[config.mk]
export PLATFORM = sky130hd
export DESIGN_NAME = madd_seq_approx_eval
export DESIGN_NICKNAME = d
export VERILOG_FILES = /design/src/rtl/madd_eval_pkg.sv /design/src/rtl/madd_err_stats.sv /design/src/rtl/madd_seq_approx_eval.sv
export SDC_FILE = /design/constraint.sdc
export NUM_CORES = 1
export LEC_CHECK = 0
export ABC_AREA = 0
export BUFFER_PORTS_ARGS = -buffer_cell sky130_fd_sc_hd__buf_2
export CAP_MARGIN = 40
export CORE_MARGIN = 3
export CORE_UTILIZATION = 45
export CTS_CLUSTER_DIAMETER = 30
export DETAILED_ROUTE_END_ITERATION = 12
export PLACE_DENSITY = 0.65
export SYNTH_ARGS = -nofsm -noshare
export SYNTH_HDL_FRONTEND = slang
export SYNTH_SLANG_ARGS = --single-unit
export TNS_END_PERCENT = 1
[constraint.sdc]
create_clock -name clk -period 14.6 [get_ports clk]
set_input_delay 4.38 -clock clk [delete_from_list [all_inputs] [get_ports clk]]
set_output_delay 4.38 -clock clk [all_outputs]
set_load 0.02 [all_outputs]
[src/rtl/madd_eval_pkg.sv]
// rtl/madd_eval_pkg.sv - shared state enum, truncation mask and parameter range checks
package madd_eval_pkg;

  typedef enum logic [1:0] {
    IDLE = 2'd0,
    BUSY = 2'd1,
    DONE = 2'd2
  } state_e;

  localparam int MASK_MAX = 64;

  // Bit i set when column i survives truncation and lies inside the datapath.
  function automatic logic [MASK_MAX-1:0] trunc_mask(input int trunc, input int width);
    logic [MASK_MAX-1:0] m;
    m = '0;
    for (int i = 0; i < MASK_MAX; i++) begin
      m[i] = (i >= trunc) && (i < width);
    end
    return m;
  endfunction

  function automatic bit out_w_ok(input int w, input int out_w);
    return (out_w >= 2) && (out_w <= 2 * w + 1);
  endfunction

  function automatic bit trunc_ok(input int w, input int trunc);
    return (trunc >= 0) && (trunc <= 2 * w - 1);
  endfunction

  function automatic bit width_ok(input int w);
    return (w >= 1) && (2 * w + 1 <= MASK_MAX);
  endfunction

endpackage

[src/rtl/madd_err_stats.sv]
// rtl/madd_err_stats.sv - saturating operation and error-sum counters, clear has priority
module madd_err_stats
  import madd_eval_pkg::*;
#(
  parameter int EW     = 12,
  parameter int STAT_W = 32
) (
  input  logic              clk,
  input  logic              rst,
  input  logic              stat_clr,
  input  logic              inc,
  input  logic [EW-1:0]     err_in,
  output logic [STAT_W-1:0] op_count,
  output logic [STAT_W-1:0] err_sum
);

  localparam int XW = ((STAT_W > EW) ? STAT_W : EW) + 1;
  localparam logic [XW-1:0] MAXV = XW'({STAT_W{1'b1}});

  logic [STAT_W-1:0] op_count_q, op_count_d;
  logic [STAT_W-1:0] err_sum_q, err_sum_d;
  logic [XW-1:0]     sum_wide;

  always_comb begin
    op_count_d = op_count_q;
    err_sum_d  = err_sum_q;
    sum_wide   = XW'(err_sum_q) + XW'(err_in);
    if (stat_clr) begin
      op_count_d = '0;
      err_sum_d  = '0;
    end else if (inc) begin
      if (op_count_q != {STAT_W{1'b1}}) op_count_d = op_count_q + 1'b1;
      err_sum_d = (sum_wide > MAXV) ? {STAT_W{1'b1}} : sum_wide[STAT_W-1:0];
    end
  end

  always_ff @(posedge clk or posedge rst) begin
    if (rst) begin
      op_count_q <= '0;
      err_sum_q  <= '0;
    end else begin
      op_count_q <= op_count_d;
      err_sum_q  <= err_sum_d;
    end
  end

  assign op_count = op_count_q;
  assign err_sum  = err_sum_q;

endmodule

[src/rtl/madd_seq_approx_eval.sv]
// rtl/madd_seq_approx_eval.sv - shift-add multiply-add producing exact and truncated results with error stats
module madd_seq_approx_eval
  import madd_eval_pkg::*;
#(
  parameter int W      = 6,
  parameter int OUT_W  = 12,
  parameter int TRUNC  = 3,
  parameter int STAT_W = 32
) (
  input  logic              clk,
  input  logic              rst,
  input  logic              in_valid,
  output logic              in_ready,
  input  logic [W-1:0]      a,
  input  logic [W-1:0]      b,
  input  logic [W-1:0]      c,
  input  logic              approx_en,
  output logic              out_valid,
  input  logic              out_ready,
  output logic [OUT_W-1:0]  y_approx,
  output logic [OUT_W-1:0]  y_exact,
  output logic [2*W-1:0]    err,
  input  logic              stat_clr,
  output logic [STAT_W-1:0] op_count,
  output logic [STAT_W-1:0] err_sum
);

  localparam int AW = 2 * W + 1;
  localparam int CW = (W > 1) ? $clog2(W) : 1;
  localparam logic [MASK_MAX-1:0] MASK_FULL = trunc_mask(TRUNC, AW);
  localparam logic [AW-1:0] TMASK = MASK_FULL[AW-1:0];

  if (!width_ok(W)) begin : g_bad_w
    $error("madd_seq_approx_eval: W out of range");
  end
  if (!out_w_ok(W, OUT_W)) begin : g_bad_out_w
    $error("madd_seq_approx_eval: OUT_W out of range");
  end
  if (!trunc_ok(W, TRUNC)) begin : g_bad_trunc
    $error("madd_seq_approx_eval: TRUNC out of range");
  end

  state_e            state_q, state_d;
  logic [W-1:0]      a_q, a_d;
  logic [W-1:0]      b_q, b_d;
  logic              approx_q, approx_d;
  logic [CW-1:0]     cnt_q, cnt_d;
  logic [AW-1:0]     acc_ex_q, acc_ex_d;
  logic [AW-1:0]     acc_ap_q, acc_ap_d;
  logic [OUT_W-1:0]  y_exact_q, y_exact_d;
  logic [OUT_W-1:0]  y_approx_q, y_approx_d;
  logic [2*W-1:0]    err_q, err_d;
  logic              in_ready_q, in_ready_d;
  logic              out_valid_q, out_valid_d;
  logic [AW-1:0]     pp, pp_ap, diff;
  logic              hs;

  always_comb begin
    state_d     = state_q;
    a_d         = a_q;
    b_d         = b_q;
    approx_d    = approx_q;
    cnt_d       = cnt_q;
    acc_ex_d    = acc_ex_q;
    acc_ap_d    = acc_ap_q;
    y_exact_d   = y_exact_q;
    y_approx_d  = y_approx_q;
    err_d       = err_q;
    in_ready_d  = in_ready_q;
    out_valid_d = out_valid_q;
    pp          = '0;
    pp_ap       = '0;
    diff        = '0;
    hs          = 1'b0;
    case (state_q)
      IDLE: begin
        if (in_valid) begin
          a_d        = a;
          b_d        = b;
          approx_d   = approx_en;
          acc_ex_d   = AW'(c);
          acc_ap_d   = AW'(c);
          cnt_d      = '0;
          in_ready_d = 1'b0;
          state_d    = BUSY;
        end
      end
      BUSY: begin
        pp       = b_q[cnt_q] ? (AW'(a_q) << cnt_q) : '0;
        pp_ap    = approx_q ? (pp & TMASK) : pp;
        acc_ex_d = acc_ex_q + pp;
        acc_ap_d = acc_ap_q + pp_ap;
        cnt_d    = cnt_q + 1'b1;
        // Truncated columns only ever remove value, so the difference is non-negative.
        diff     = acc_ex_d - acc_ap_d;
        if (cnt_q == CW'(W - 1)) begin
          y_exact_d   = acc_ex_d[OUT_W-1:0];
          y_approx_d  = acc_ap_d[OUT_W-1:0];
          err_d       = diff[2*W-1:0];
          out_valid_d = 1'b1;
          state_d     = DONE;
        end
      end
      DONE: begin
        if (out_ready) begin
          hs          = 1'b1;
          out_valid_d = 1'b0;
          in_ready_d  = 1'b1;
          state_d     = IDLE;
        end
      end
      default: begin
        out_valid_d = 1'b0;
        in_ready_d  = 1'b1;
        state_d     = IDLE;
      end
    endcase
  end

  always_ff @(posedge clk or posedge rst) begin
    if (rst) begin
      state_q     <= IDLE;
      a_q         <= '0;
      b_q         <= '0;
      approx_q    <= 1'b0;
      cnt_q       <= '0;
      acc_ex_q    <= '0;
      acc_ap_q    <= '0;
      y_exact_q   <= '0;
      y_approx_q  <= '0;
      err_q       <= '0;
      in_ready_q  <= 1'b1;
      out_valid_q <= 1'b0;
    end else begin
      state_q     <= state_d;
      a_q         <= a_d;
      b_q         <= b_d;
      approx_q    <= approx_d;
      cnt_q       <= cnt_d;
      acc_ex_q    <= acc_ex_d;
      acc_ap_q    <= acc_ap_d;
      y_exact_q   <= y_exact_d;
      y_approx_q  <= y_approx_d;
      err_q       <= err_d;
      in_ready_q  <= in_ready_d;
      out_valid_q <= out_valid_d;
    end
  end

  assign in_ready  = in_ready_q;
  assign out_valid = out_valid_q;
  assign y_exact   = y_exact_q;
  assign y_approx  = y_approx_q;
  assign err       = err_q;

  madd_err_stats #(
    .EW     (2 * W),
    .STAT_W (STAT_W)
  ) u_stats (
    .clk      (clk),
    .rst      (rst),
    .stat_clr (stat_clr),
    .inc      (hs),
    .err_in   (err_q),
    .op_count (op_count),
    .err_sum  (err_sum)
  );

endmodule

==> results.ini <==
[outcome]
status=finished, final reports clean

[place]
globalplace.congestion=0.898
hpwl_um=15100
pre_cts_ws_ns=8.01
dp_cells=1260
portBuffers=125

[clocking]
numCtsBuffers=17
cts_root_buf=clkbuf_16
cts_tree=built
cts_setup_buffers=0
htree_levels=4
clock_sinks=144
clock_latency_ns=0.43
ctsResizeCount=0
clk_path_buf_depth=2
path_clk_slew_ns=0.07
holdBufCountCts=0

[finish]
n_fill_cell=1744
area_growth_pct=16.8
instances_no_fill=1291
mostFrequentLayoutCells=143 x dfrtp_1, 125 x buf_2, 95 x nor2_1
diodes=0
final_common_cell=dfrtp_1
layout-drive-gt1-share=0.201
finalNetCount=1116

[logic_synthesis]
syn_nets=1000
synth_flop_cell=dfrtp_1
synth-seq-area-share=0.418
syn_area_per_cell_um2=9.29
yosysUniqueCellTypes=72
synth-edff-count=0
syn_area_um2=8630
ys_warn_count=0
syn-instance-count=929
async_flop_share=1.00
ys_ff_latch=144

[floorplan]
pin_count=126
std_cell_rows=50
core-area_um2=18800
die_w_um=144
initial_core_util=0.460
die_y_um=144
dieArea_um2=20900

[setup_path]
endpoint_kind=flip-flop
critPathKind=in -> reg
crit_fanout=9
cp.required_ns=14.95
cp_data_arrival_time_ns=6.52
start_kind=input pin

[global_routing]
grt_max_degree=85
globalRoute.totalOverflow=0
grt_util_all_layers=0.204
grt_pass1_vias=6819
grt_antenna_before_repair=0
grt_pass1_wl_um=34200

[sta]
worstMarginPinSlew_ns=0.972
rsz0062_at_grt=no
worst_slack_ns=8.43
hold_viol_final=0
clock_skew_ns=0.00942
drv_slew=0
setup_viol=0
relSlewSlack=0.348
fmax_mhz=162
finalSetupTns_ns=0
fin_crit_ns=6.17
period_share=0.423

[drt]
dr.pass1.iters=5
drt_iter0_drc=478
wl_met2_um=10100
dr.max_layer_used=met4
ant_nets=0
vias=7310
wl_met3_um=905
route.detailed.drc=0
wire_per_inst_um=16.3
wl_met1_um=9810
via_per_inst=5.66
wirelength_um=21100

[power_and_ir_drop]
ir_worst_vdd_mv=0.150
p_per_area_nw_per_um2=255
leakagePower_nw=4.73

[hold_path]
min_path_type=reg -> reg

[job]
drv_cap=0

final timing paths:
check | from | cells after the start | to | slack (ns)
worst max-delay path | out_ready | 9 | u_stats.op_count[21] | 8.43
worst min-delay path | y_exact[2] | 2 | y_exact[2] | 0.47
worst max register to register | cnt_q[0] | 17 | err[11] | 9.52
worst min register to register | y_exact[2] | 2 | y_exact[2] | 0.47
max in group asynchronous | rst | 3 | u_stats.err_sum[18] | 9.22
min in group asynchronous | rst | 2 | y_approx[10] | 4.11
kinds of logic (layout without fill, tap and decap cells):
| logic type | Yosys count | after routing | synth area share |
|---|---|---|---|
| multiplexers | 30 | 30 | 0.0394 |
| buffers and inverters | 76 | 204 | 0.0332 |
| XOR/XNOR | 60 | 60 | 0.0609 |
| flip-flops | 144 | 144 | 0.418 |
| adder cells (fa/ha/maj) | 47 | 47 | 0.0716 |
| AND/OR/NAND/NOR | 337 | 337 | 0.189 |
| AO/OA/AOI/OAI | 235 | 235 | 0.188 |
report_power, final:
group	total (mW)	internal [mW]	switching [mW]	leakage (nW)
Sequential	0.600	0.509	0.0908	1.88
Combinational	1.53	0.639	0.894	2.56
Clock	0.440	0.254	0.186	0.282
critical path: stages:
cell and delay, ns:
buf_2 0.11, nand2_1 0.08, or2_2 0.41, a31oi_2 0.39, o21ai_1 0.19, nor2_1 0.25
nand2_1 0.19, or3_1 0.37, a21oi_1 0.14
sequential cells by signal, indices dropped and copies added (netlist names):
name / flops
y_approx: 12
state_q: 2
acc_ex_q: 12
u_stats.err_sum: 32
cnt_q: 3
acc_ap_q: 12
out_valid: 1
err: 12
approx_q: 1
y_exact: 12
b_q: 6
a_q: 6
u_stats.op_count: 32
in_ready: 1
synth_stat cells (9+ instances only):
cell | instances | area (um2)
a211oi_1 | 12 | 90.1
clkbuf_1 | 36 | 135
nor2b_1 | 14 | 87.6
ha_1 | 43 | 538
nand2_1 | 92 | 345
a21oi_1 | 35 | 175
and4_1 | 11 | 96.3
nand4_1 | 9 | 56.3
and3_1 | 22 | 138
mux2_2 | 22 | 248
o22ai_1 | 13 | 81.3
and2_1 | 12 | 75.1
a311oi_1 | 14 | 123
xnor2_1 | 34 | 298
nor3_1 | 20 | 100
o21ai_0 | 62 | 310
o21a_1 | 12 | 90.1
a31oi_1 | 17 | 106
nor2_1 | 96 | 360
inv_1 | 38 | 143
xor2_1 | 26 | 228
dfrtp_1 | 143 | 3580
nand3_1 | 23 | 115
layer usage:
layer  track usage  up-vias
li1              -     3601
met1         0.278     3532
met2         0.336      157
met3        0.0374       20
met4        0.0515        0
met5             0        -
per-stage QoR:
stage	util	instance area [um2]	power, mW	hold slack, ns
after floorplan	-	8630	1.79	0.473
after global placement	0.505	9480	2.11	0.466
after detailed placement	0.506	9490	2.14	0.466
after CTS	0.537	10100	2.59	0.479
after global routing	0.537	10100	2.80	0.498
final	0.537	10100	2.57	0.471
area by class of cell:
cell class	count	area [um2]	area share
clock buffer	17	425	0.0422
timing repair buffer	134	693	0.0688
inverter	39	151	0.0150
multi-input combinational	709	4750	0.472
sequential	144	3600	0.358
clock inverter	14	158	0.0156
tap	234	293	0.0291
Note: power is estimated with default switching activity, not from simulation.
